===== src/rtl/seq_shift_unit.sv =====
// seq_shift_unit: serial shifter that moves one bit position per clock, with valid/ready handshakes on both sides.
// Build macro SHIFT_ROTATE_EN enables ROL/ROR on codes 100/101; otherwise those codes report shift_err.
module seq_shift_unit #(
    parameter int DATA_WIDTH = 16,
    parameter int AMT_WIDTH  = 5
) (
    input  logic                  clk,
    input  logic                  rst,
    input  logic [DATA_WIDTH-1:0] in1,
    input  logic [DATA_WIDTH-1:0] in2,
    input  logic                  src_sel,
    input  logic [2:0]            shift_fun,
    input  logic [AMT_WIDTH-1:0]  shift_amt,
    input  logic                  in_valid,
    output logic                  in_ready,
    output logic                  out_valid,
    input  logic                  out_ready,
    input  logic                  shift_en,
    output logic [DATA_WIDTH-1:0] shift_out,
    output logic                  carry_flag,
    output logic                  zero_flag,
    output logic                  shift_err
);
    // state | meaning
    // IDLE  | waiting for a request; in_ready follows shift_en
    // BUSY  | shifting one position per clock until the count reaches zero
    // DONE  | result and flags held until out_ready (or shift_en drops)
    typedef enum logic [1:0] {S_IDLE = 2'd0, S_BUSY = 2'd1, S_DONE = 2'd2} state_t;

    localparam logic [AMT_WIDTH-1:0] LP_W  = AMT_WIDTH'(DATA_WIDTH);
    localparam logic [2:0]           F_SRL = 3'b000;
    localparam logic [2:0]           F_SLL = 3'b001;
    localparam logic [2:0]           F_SRA = 3'b010;
`ifdef SHIFT_ROTATE_EN
    localparam logic [2:0]           F_ROL = 3'b100;
    localparam logic [2:0]           F_ROR = 3'b101;
`endif

    state_t                r_state;
    logic [DATA_WIDTH-1:0] r_data;
    logic [AMT_WIDTH-1:0]  r_cnt;
    logic [2:0]            r_fun;
    logic                  r_carry;
    logic                  r_zero;
    logic                  r_err;
    logic                  r_out_valid;
    logic                  r_idle_rdy;

    logic [DATA_WIDTH-1:0] w_operand;
    logic [DATA_WIDTH-1:0] w_step;
    logic                  w_eject;
    logic                  w_legal;
    logic                  w_accept;
    logic [AMT_WIDTH-1:0]  w_eff_cnt;
    logic [AMT_WIDTH-1:0]  w_clamp;
`ifdef SHIFT_ROTATE_EN
    logic                  w_is_rot;
    logic [AMT_WIDTH-1:0]  w_mod;
`endif

    // r_idle_rdy stays low through reset so in_ready cannot rise before the first edge after release
    assign in_ready   = r_idle_rdy & shift_en;
    assign w_accept   = in_valid & in_ready;
    assign w_operand  = src_sel ? in2 : in1;
    assign out_valid  = r_out_valid;
    assign shift_out  = r_data;
    assign carry_flag = r_carry;
    assign zero_flag  = r_zero;
    assign shift_err  = r_err;
    assign w_clamp    = (shift_amt > LP_W) ? LP_W : shift_amt;

`ifdef SHIFT_ROTATE_EN
    assign w_mod     = shift_amt % LP_W;
    assign w_eff_cnt = w_is_rot ? w_mod : w_clamp;
`else
    assign w_eff_cnt = w_clamp;
`endif

    always_comb begin
        w_legal = 1'b0;
`ifdef SHIFT_ROTATE_EN
        w_is_rot = 1'b0;
`endif
        case (shift_fun)
            F_SRL, F_SLL, F_SRA: w_legal = 1'b1;
`ifdef SHIFT_ROTATE_EN
            F_ROL, F_ROR: begin
                w_legal  = 1'b1;
                w_is_rot = 1'b1;
            end
`endif
            default: w_legal = 1'b0;
        endcase
    end

    // One-position step; w_eject is the bit leaving the word this cycle
    always_comb begin
        w_step  = r_data;
        w_eject = 1'b0;
        case (r_fun)
            F_SRL: begin
                w_step  = {1'b0, r_data[DATA_WIDTH-1:1]};
                w_eject = r_data[0];
            end
            F_SLL: begin
                w_step  = {r_data[DATA_WIDTH-2:0], 1'b0};
                w_eject = r_data[DATA_WIDTH-1];
            end
            F_SRA: begin
                w_step  = {r_data[DATA_WIDTH-1], r_data[DATA_WIDTH-1:1]};
                w_eject = r_data[0];
            end
`ifdef SHIFT_ROTATE_EN
            F_ROL: begin
                w_step  = {r_data[DATA_WIDTH-2:0], r_data[DATA_WIDTH-1]};
                w_eject = r_data[DATA_WIDTH-1];
            end
            F_ROR: begin
                w_step  = {r_data[0], r_data[DATA_WIDTH-1:1]};
                w_eject = r_data[0];
            end
`endif
            default: begin
                w_step  = r_data;
                w_eject = 1'b0;
            end
        endcase
    end

    always_ff @(posedge clk or negedge rst) begin
        if (!rst) begin
            r_state     <= S_IDLE;
            r_data      <= '0;
            r_cnt       <= '0;
            r_fun       <= 3'b000;
            r_carry     <= 1'b0;
            r_zero      <= 1'b0;
            r_err       <= 1'b0;
            r_out_valid <= 1'b0;
            r_idle_rdy  <= 1'b0;
        end else begin
            case (r_state)
                S_IDLE: begin
                    r_idle_rdy <= 1'b1;
                    if (w_accept) begin
                        r_fun      <= shift_fun;
                        r_carry    <= 1'b0;
                        r_idle_rdy <= 1'b0;
                        if (!w_legal) begin
                            r_data      <= '0;
                            r_err       <= 1'b1;
                            r_zero      <= 1'b1;
                            r_cnt       <= '0;
                            r_out_valid <= 1'b1;
                            r_state     <= S_DONE;
                        end else if (w_eff_cnt == '0) begin
                            r_data      <= w_operand;
                            r_err       <= 1'b0;
                            r_zero      <= (w_operand == '0);
                            r_cnt       <= '0;
                            r_out_valid <= 1'b1;
                            r_state     <= S_DONE;
                        end else begin
                            r_data  <= w_operand;
                            r_err   <= 1'b0;
                            r_zero  <= 1'b0;
                            r_cnt   <= w_eff_cnt;
                            r_state <= S_BUSY;
                        end
                    end
                end
                S_BUSY: begin
                    if (!shift_en) begin
                        r_state    <= S_IDLE;
                        r_idle_rdy <= 1'b1;
                    end else begin
                        r_data  <= w_step;
                        r_carry <= w_eject;
                        r_cnt   <= r_cnt - AMT_WIDTH'(1);
                        if (r_cnt == AMT_WIDTH'(1)) begin
                            r_zero      <= (w_step == '0);
                            r_out_valid <= 1'b1;
                            r_state     <= S_DONE;
                        end
                    end
                end
                S_DONE: begin
                    if (!shift_en || out_ready) begin
                        r_out_valid <= 1'b0;
                        r_idle_rdy  <= 1'b1;
                        r_state     <= S_IDLE;
                    end
                end
                default: begin
                    r_out_valid <= 1'b0;
                    r_idle_rdy  <= 1'b1;
                    r_state     <= S_IDLE;
                end
            endcase
        end
    end

endmodule


===== config.mk =====
export PLATFORM = sky130hd
export DESIGN_NAME = seq_shift_unit
export DESIGN_NICKNAME = d
export VERILOG_FILES = /design/src/rtl/seq_shift_unit.sv
export SDC_FILE = /design/constraint.sdc
export NUM_CORES = 1
export LEC_CHECK = 0
export CAP_MARGIN = 10
export CELL_PAD_IN_SITES_DETAIL_PLACEMENT = 0
export CELL_PAD_IN_SITES_GLOBAL_PLACEMENT = 2
export CORE_MARGIN = 2
export CORE_UTILIZATION = 27
export DETAILED_ROUTE_END_ITERATION = 8
export HOLD_SLACK_MARGIN = 0.05
export PLACE_DENSITY = 0.9
export SYNTH_ARGS = -nofsm -noshare
export SYNTH_HDL_FRONTEND = slang
export SYNTH_SLANG_ARGS = --single-unit

===== constraint.sdc =====
create_clock -name clk -period 2 [get_ports clk]
set_clock_uncertainty 0.1 [all_clocks]
set_input_delay 0.4 -clock clk [delete_from_list [all_inputs] [get_ports clk]]
set_output_delay 0.4 -clock clk [all_outputs]
set_load 0.01 [all_outputs]

==> results of run 1 <==
## per-layer routing
metal	track usage (%)	vias to the layer above	routed length [um]
met5	0	-	0
met3	3.19	6	615
met2	25.4	88	3010
li1	-	1143	-
met1	24.1	1106	3340
met4	3.99	0	75
## layout by cell type, fill, tap and decap left out, types with 4 or more instances in the layout
| master | instances |
|---|---|
| nand2_1 | 35 |
| a221oi_1 | 5 |
| dlygate4sd2_1 | 5 |
| nor2b_1 | 4 |
| mux2i_1 | 15 |
| nor3_1 | 6 |
| inv_1 | 4 |
| nand4_1 | 4 |
| nor2_1 | 20 |
| clkdlybuf4s50_1 | 61 |
| o21ai_1 | 15 |
| nor4_1 | 4 |
| mux2_2 | 5 |
| a21oi_1 | 16 |
| clkbuf_8 | 7 |
| dfrtp_1 | 31 |
| a22o_1 | 8 |
| nand2b_1 | 12 |
| buf_4 | 29 |
| o221ai_1 | 14 |
## registers in the layout, indices dropped and copies added (netlist names)
register    flops
shift_err       1
shift_out      16
r_fun           3
out_valid       1
zero_flag       1
r_state         2
r_cnt           5
r_idle_rdy      1
carry_flag      1
## power by group
group          internal (W)  total (W)  switching, W
Combinational       0.00124    0.00238       0.00113
Clock              0.000314   0.000551      0.000237
Sequential         0.000912    0.00132      0.000406
Total               0.00247    0.00424       0.00178
## critical path: stages
cell	delay, ps
dlygate4sd2_1	250
or4_4	540
nor4_4	160
nand4b_1	140
a211o_1	320
a21boi_2	130
a211o_1	100
## layout make-up
class                      count  area share (%)
multi-input combinational    205            41.5
timing repair buffer          97            27.6
sequential                    31            23.5
tap                          102            3.87
clock buffer                   8            3.03
inverter                       4           0.455
## timing repair
action | in CTS | in global routing
resized for setup | 6 | 4
pin swaps | 4 | 2
hold endpoints to repair | 0 | 0
setup endpoints to repair | 2 | 1
## worst paths after layout
| kind | startpoint | to | slack [ps] |
|---|---|---|---|
| max in group asynchronous | rst | r_idle_rdy | 1090 |
| hold reg to reg | shift_err | shift_err | 410 |
| min in group asynchronous | rst | shift_out[3] | 420 |
| hold / removal | shift_err | shift_err | 410 |
| setup reg to reg | r_fun[2] | zero_flag | 140 |
| setup / recovery | in2[0] | zero_flag | 90 |
## cell families (layout without fill, tap and decap cells)
logic type               count (synthesis)  in the layout
AO/OA/AOI/OAI                           82             82
adder cells (fa/ha/maj)                  2              2
buffers and inverters                   21            109
flip-flops                              31             31
multiplexers                            20             20
AND/OR/NAND/NOR                        101            101
## metrics by stage
step / setup TNS (ps) / worst slack, ps / hold WS (ps) / std cells / utilization, %
floorplan: 0 / 162 / 4.41 / 257 / -
global placement: -857 / -391 / 384 / 439 / 40.7
detailed placement: -969 / -396 / 396 / 439 / 40.7
CTS: 0 / 66.7 / 426 / 447 / 42.0
global route: 0 / 13.1 / 452 / 447 / 42.3
finish: 0 / 90.4 / 410 / 447 / 42.3
==> out/results.txt, run 1 <==
num rows -> 32
Via-to-Cell Ratio -> 5.24
outcome -> finished, final reports clean
dpl cell area -> 3180 um^2
Global Route Usage Sum -> 16.6%
final setup vio count -> 0
Finished Cell Area -> 3300 um^2
flop and latch count out of synthesis -> 31
synth unique cells -> 45
Post-DP HPWL -> 5320 um
Area Growth Syn to Fin -> 49.7%
Slew headroom -> 72.2%
vias in the first global route -> 2,283
DRC -> 0
total setup buffers inserted after CTS -> 0
DRT Pass-1 Iters -> 4
htree depth -> 2
Multi-input gate area -> 1370 um^2
largest net degree at the start of global routing -> 32
I/O Pins -> 67
CORE AREA -> 7810 um^2
Startpoint Class -> input port
Starting DRT DRC Count -> 104
CTS tree -> built
port bufs -> 66
crit end category -> flip-flop
WL/cell -> 15.8 um
max-cap check violation count -> 0
Adder-Cell Fraction of Synth Area -> 1.14%
unrepaired setup endpoints after global routing -> false
post-route antenna net violation count -> 0
clock buffer depth -> 2
Worst Path Max Fanout -> 2
die area -> 8900 um^2
mux share of post-synthesis cell area -> 9.36%
clk sinks -> 31
Critical Path RT -> 2120 ps
Seq/Total Area, Yosys -> 35.2%
Cell Pwr Density -> 1290 nW/um^2
worst vdd ir -> 0.457 mV
clock root cell -> clkbuf_8
class of the worst hold path -> flip-flop to flip-flop
diode count -> 0
CTS clock-pin slew for the worst setup and hold paths -> 70 ps
top-count cell post-synth -> nand2_1
initial antenna violation count -> 0
main combinational cell family by area after synthesis -> compound AO/OA/AOI/OAI gates
share of layout cells above drive strength 1 -> 15.7%
Arrival @ worst endpoint -> 2030 ps
vias post-DR -> 2,343
Final Power -> 0.00424 W
post-route clock period utilization -> 95.5%
initial core utilization -> 28.2%
Mapped Area -> 2200 um^2
P_leak -> 1.33 nW
drt total wl -> 7040 um
endpoints failing hold -> 0
largest area contributor in the netlist -> dfrtp_1
worst slew pin tran -> 417 ps
Worst R2R Path Depth -> 7
Nets -> 392
Mapped Cells -> 257
Post-synth EDFFs -> 0
first-pass GRT wire length -> 11,600 um
critical path class -> input port to flip-flop
hold path cells -> 1
Synth Area in Compound Gates -> 26.2%
simple-gate share of the synthesized area -> 24.0%
most common flop cell mapped by yosys -> dfrtp_1
GP Congestion -> 0.824
area share of xor/xnor cells in the synthesized design -> 0%
syn nets -> 305
cts-stage hold buffer count -> 0
mean post-synth cell area -> 8.58 um^2
Final Max Slew Viols -> 0
Synth area leaders -> dfrtp_1, mux2i_1, nand2_1, o221ai_1, a21oi_1
number of buffers created by CTS -> 5
number of fill cells -> 803
die extent in x -> 94.4 um
top cells by count, synth -> nand2_1, dfrtp_1, nor2_1, a21oi_1
gr ovfl total -> 0
Die Y-Extent -> 94.4 um
clk_lat worst skew -> 280 ps
minimum clock period -> 1910 ps
Max Fclk -> 0.524 GHz
Register Area -> 776 um^2
Synth Warn # -> 0
Async S/R FF share, synth -> 100%
top-area cell type share of the netlist area -> 35.2%
Note: power is estimated with default switching activity, not from simulation.
==> run 2, diff against run 1 <==
- CELL_PAD_IN_SITES_DETAIL_PLACEMENT: 0 -> not set
- CELL_PAD_IN_SITES_GLOBAL_PLACEMENT: 2 -> not set
- CORE_UTILIZATION: 27 -> 35
- CTS_BUF_LIST: not set -> sky130_fd_sc_hd__clkbuf_4 sky130_fd_sc_hd__clkbuf_8
- HOLD_SLACK_MARGIN: 0.05 -> 0.1
- PLACE_DENSITY: 0.9 -> 0.73
==> out/results.txt, run 2 (synthesized netlist as in run 1, its figures left out) <==
minimum clock period -> 1890 ps (-20.1 ps)
commonest non-fill, non-tap cell in the layout -> clkdlybuf4s50_1
max-cap check violation count -> 0 (unchanged)
Area Growth Syn to Fin -> 46.4%
CTS tree -> built
gr ovfl total -> 0 (unchanged)
post-route antenna net violation count -> 0 (unchanged)
most used cell, CP -> a211o_1
worst vdd ir -> 0.632 mV (+38%)
first-pass GRT wire length -> 11,100 um (-4.3%)
Cell Pwr Density -> 1320 nW/um^2 (+2.7%)
share of layout cells above drive strength 1 -> 15.2% (-0.40 points)
WL/cell -> 16.1 um (+2.5%)
Final Max Slew Viols -> 0 (unchanged)
die extent in x -> 83.4 um (-12%)
DRT Pass-1 Iters -> 4 (unchanged)
largest net degree at the start of global routing -> 32 (unchanged)
critical path class -> input port to flip-flop
routing usage on met1 -> 28.1% (+4.0 points)
port bufs -> 66 (unchanged)
Post-DP HPWL -> 4970 um (-6.5%)
Post-Route Setup TNS -> 0 ps (unchanged)
initial core utilization -> 36.8% (+8.6 points)
post-route insts no fill -> 416 (-6.9%)
Finished Cell Area -> 3230 um^2 (-2.2%)
drt total wl -> 6720 um (-4.6%)
Startpoint Class -> input port
CTS clock-pin slew for the worst setup and hold paths -> 70 ps (about the same)
vias in the first global route -> 2,280 (-0.13%)
outcome -> finished, final reports clean
Via-to-Cell Ratio -> 5.73 (+9.2%)
class of the worst hold path -> input port to asynchronous set/reset pin
vias post-DR -> 2,382 (+1.7%)
I/O Pins -> 67 (unchanged)
worst slew pin tran -> 452 ps (+34.3 ps)
die area -> 6950 um^2 (-22%)
number of fill cells -> 532 (-34%)
Arrival @ worst endpoint -> 2020 ps (about the same)
unrepaired setup endpoints after global routing -> false
clock root cell -> clkbuf_8
slowest CP cell -> or4_4
num rows -> 28 (-13%)
Global Route Usage Sum -> 19.6% (+3.0 points)
critical path, cell by cell -> dlygate4sd2_1, or4_4, nor4_4, nand4b_1, a211o_1, a21boi_2, a211o_1
Critical Path RT -> 2130 ps (about the same)
post-route clock period utilization -> 94.5% (-1.0 points)
number of buffers created by CTS -> 5 (unchanged)
placed insts -> 408 (-7.1%)
dpl cell area -> 3090 um^2 (-2.8%)
Die Y-Extent -> 83.4 um (-12%)
routing usage on met3 -> 4.87% (+1.7 points)
initial antenna violation count -> 0 (unchanged)
Nets -> 388 (-1.0%)
clk sinks -> 31 (unchanged)
CORE AREA -> 5990 um^2 (-23%)
Top Usage Layer GRT -> met2
GP Congestion -> 0.864 (+4.8%)
Worst Path Max Fanout -> 2 (unchanged)
Slew headroom -> 69.8% (-2.4 points)
diode count -> 0 (unchanged)
met2 Use GR -> 29.1% (+3.7 points)
Max Fclk -> 0.529 GHz (+1.1%)
clk_lat worst skew -> 290 ps (about the same)
endpoints failing hold -> 0 (unchanged)
final setup vio count -> 0 (unchanged)
most frequent cells in the layout -> clkdlybuf4s50_1, nand2_1, dfrtp_1
clock buffer depth -> 2 (unchanged)
crit end category -> flip-flop
Starting DRT DRC Count -> 209 (+100%)
DRC -> 0 (unchanged)
total setup buffers inserted after CTS -> 0 (unchanged)
P_leak -> 1.32 nW (-1.2%)
htree depth -> 2 (unchanged)
CP peak stage delay -> 540 ps (about the same)
Largest register FFs -> 16 (unchanged)
==> run 2: where the power goes <==
part | internal (W) | switching (W)
Combinational | 0.00116 | 0.00112
Sequential | 0.000914 | 0.000417
Clock | 0.000403 | 0.000249
==> run 2: final timing paths <==
kind / startpoint / to / slack (ps) / depth (start not counted)
worst min-delay path: rst / shift_out[2] / 410 / 2
max in group asynchronous: rst / r_fun[1] / 1080 / 2
worst max register to register: r_fun[0] / zero_flag / 140 / 6
min in group clk: shift_err / shift_err / 410 / 1
worst max-delay path: in2[5] / zero_flag / 110 / 7
worst min register to register: shift_err / shift_err / 410 / 1
==> run 2: area by class of cell <==
class | count | area, um^2 | share of cell area (%)
timing repair buffer | 93 | 861 | 26.7
inverter | 4 | 15.0 | 0.465
clock buffer | 6 | 82.6 | 2.56
multi-input combinational | 205 | 1360 | 42.2
clock inverter | 2 | 35.0 | 1.09
tap | 75 | 93.8 | 2.91
sequential | 31 | 777 | 24.1
==> run 2: critical path: cells and delay by family <==
| kind | cells | cell delay (ps) |
|---|---|---|
| buffers and inverters | 1 | 240 |
| AOI/OAI and AO/OA | 3 | 550 |
| and+or+nand+nor | 3 | 820 |
==> run 2: stage by stage <==
stage | worst slack, ps | power [W] | utilization (%) | hold slack [ps]
after floorplan | 162 | 0.00258 | - | 4.41
after global placement | -356 | 0.00349 | 51.5 | 376
after CTS | 11.7 | 0.00421 | 53.6 | 409
final | 110 | 0.00426 | 53.9 | 406
after global routing | 18.7 | 0.00458 | 53.9 | 427
after detailed placement | -398 | 0.00354 | 51.5 | 380
==> run 2: metal layers <==
metal	share of wire [%]	vias up	wire, um
met5	0	-	0
met4	1.2	0	81
met3	7.7	11	520
met2	44	105	2960
met1	47	1136	3150
li1	-	1130	-
==> run 2: timing repair <==
action / CTS / global route
endpoints found under the setup margin: 2 / 1
gates resized for setup: 5 / 6
pin swaps: 5 / 6
hold buffers: 0 / 0
==> run 3, diff against run 2 <==
- PLACE_DENSITY: 0.73 -> 0.75
- clock period: 2 -> 1.7 ns (I/O delays scaled with it)
==> out/results.txt, run 3 (synthesized netlist as in run 1, its figures left out) <==
Slew headroom -> 79.8% (+10 points)
WL/cell -> 16.0 um (-0.66%)
I/O Pins -> 67 (unchanged)
Startpoint Class -> flip-flop
worst slew pin tran -> 295 ps (-157 ps)
Die Y-Extent -> 83.4 um (unchanged)
clk_lat worst skew -> 290 ps (about the same)
Arrival @ worst endpoint -> 1240 ps (-780 ps)
port bufs -> 66 (unchanged)
Reg-to-Reg End -> zero_flag
FF-to-FF Start -> r_fun[2]
vias post-DR -> 2,539 (+6.6%)
Largest register FFs -> 16 (unchanged)
largest net degree at the start of global routing -> 32 (unchanged)
CTS clock-pin slew for the worst setup and hold paths -> 70 ps (about the same)
diode count -> 0 (unchanged)
Post-DP HPWL -> 5180 um (+4.2%)
P_leak -> 1.58 nW (+20%)
cts-stage hold buffer count -> 0 (unchanged)
first-pass GRT wire length -> 11,900 um (+7.5%)
Crit. Startpoint -> shift_out[15]
DRT Pass-1 Iters -> 4 (unchanged)
drt total wl -> 7330 um (+9.1%)
Area Growth Syn to Fin -> 65.7%
FF-to-FF setup slack -> 20 ps (-120 ps)
Post-Route Setup TNS -> 0 ps (unchanged)
Register Area -> 790 um^2 (+1.6%)
outcome -> finished, final reports clean
initial core utilization -> 36.8% (unchanged)
slowest CP cell -> clkdlybuf4s50_1
final setup vio count -> 0 (unchanged)
Crit path max-delay family -> buffers and inverters
most frequent cells in the layout -> buf_4, clkdlybuf4s50_1, nand2_1
CORE AREA -> 5990 um^2 (unchanged)
htree depth -> 2 (unchanged)
Crit path depth -> 1 (-6)
CTS tree -> built
Cell Pwr Density -> 1570 nW/um^2 (+19%)
Global Route Usage Sum -> 21.0% (+1.4 points)
commonest non-fill, non-tap cell in the layout -> buf_4
crit end category -> output port
dpl ws -> -600 ps (-202 ps)
die area -> 6950 um^2 (unchanged)
DRC -> 0 (unchanged)
CP peak stage delay -> 550 ps (about the same)
vias in the first global route -> 2,475 (+8.6%)
clk sinks -> 31 (unchanged)
Via-to-Cell Ratio -> 5.56 (-3.0%)
class of the worst hold path -> input port to flip-flop
num rows -> 28 (unchanged)
crit path capture -> shift_out[15]
minimum clock period -> 1680 ps
unrepaired setup endpoints after global routing -> true
post-route antenna net violation count -> 0 (unchanged)
Critical Path RT -> 1260 ps (-870 ps)
share of layout cells above drive strength 1 -> 32.5% (+17 points)
max-cap check violation count -> 0 (unchanged)
clock root cell -> clkbuf_8
endpoints failing hold -> 0 (unchanged)
clock buffer depth -> 2 (unchanged)
Worst Path Max Fanout -> 2 (unchanged)
worst vdd ir -> 0.758 mV (+20%)
number of fill cells -> 484 (-9.0%)
Multi-input gate area -> 1460 um^2 (+7.0%)
GP Congestion -> 0.923 (+6.8%)
critical path class -> flip-flop to output port
gr ovfl total -> 0 (unchanged)
initial antenna violation count -> 0 (unchanged)
Final Max Slew Viols -> 0 (unchanged)
Nets -> 429 (+11%)
post-route clock period utilization -> 98.5%
critical path, cell by cell -> clkdlybuf4s50_1
Worst R2R Path Depth -> 7 (+1)
Final WS setup -> 25.0 ps (-85.5 ps)
number of buffers created by CTS -> 5 (unchanged)
Max Fclk -> 0.597 GHz
die extent in x -> 83.4 um (unchanged)
Worst Path Buf+Inv -> 1 (unchanged)
Starting DRT DRC Count -> 256 (+22%)
run 3: changes by cell type in the layout (fill, tap and decap cells not counted), sizes merged:
cell and change:
buf +44, clkdlybuf4s50 -12, dlygate4sd2 +5, clkdlybuf4s15 +2, dlymetal6s2s +2, bufinv -1
clkbuf +1
run 3: worst min path at each step:
| stage | slack, ps | end | cells after the start | startpoint |
|---|---|---|---|---|
| 2_1_floorplan | -60 | carry_flag | 0 | rst |
| 3_3_place_gp | 380 | out_valid | 1 | out_valid |
| 5_1_grt | 320 | shift_out[5] | 3 | in2[5] |
| 3_5_place_dp | 390 | shift_err | 1 | shift_err |
| 6_report | 280 | shift_out[5] | 3 | in2[5] |
| 4_1_cts | 290 | shift_out[5] | 3 | in2[5] |
run 3: cell type report:
cell class,instances,area share [%]
multi-input cells,205,39.9
repair buffers,134,33.0
flip-flops and latches,31,21.6
well taps,75,2.57
clock buffers,7,2.30
inverters,4,0.411
clock inverters,1,0.137
run 3: stage by stage:
stage	total power (W)	instance area [um^2]	hold slack [ps]	std cells	util, %
finish	0.00574	3650	283	457	61.0
global route	0.00615	3650	321	457	61.0
CTS	0.00537	3510	285	451	58.6
detailed placement	0.00459	3330	388	436	55.7
global placement	0.00452	3330	383	436	55.7
floorplan	0.00304	2210	-55.6	257	-
run 3: where the power goes:
part           switching (W)  total [W]  internal (W)
clock               0.000294   0.000613      0.000319
sequential          0.000394    0.00149       0.00110
combinational        0.00170    0.00363       0.00193
run 3: repair_timing:
item | in CTS | in global routing
setup buffers | 7 | 7
endpoints found under the hold margin | 0 | 0
pin swaps | 7 | 11
setup endpoints to repair | 22 | 14
gates resized for setup | 46 | 21
run 3: metal layers:
metal / global-route usage [%] / part of all wire (%)
met1: 29.9 / 45
met2: 31.7 / 46
met3: 4.77 / 8.0
met4: 5.96 / 1.3
met5: 0 / 0
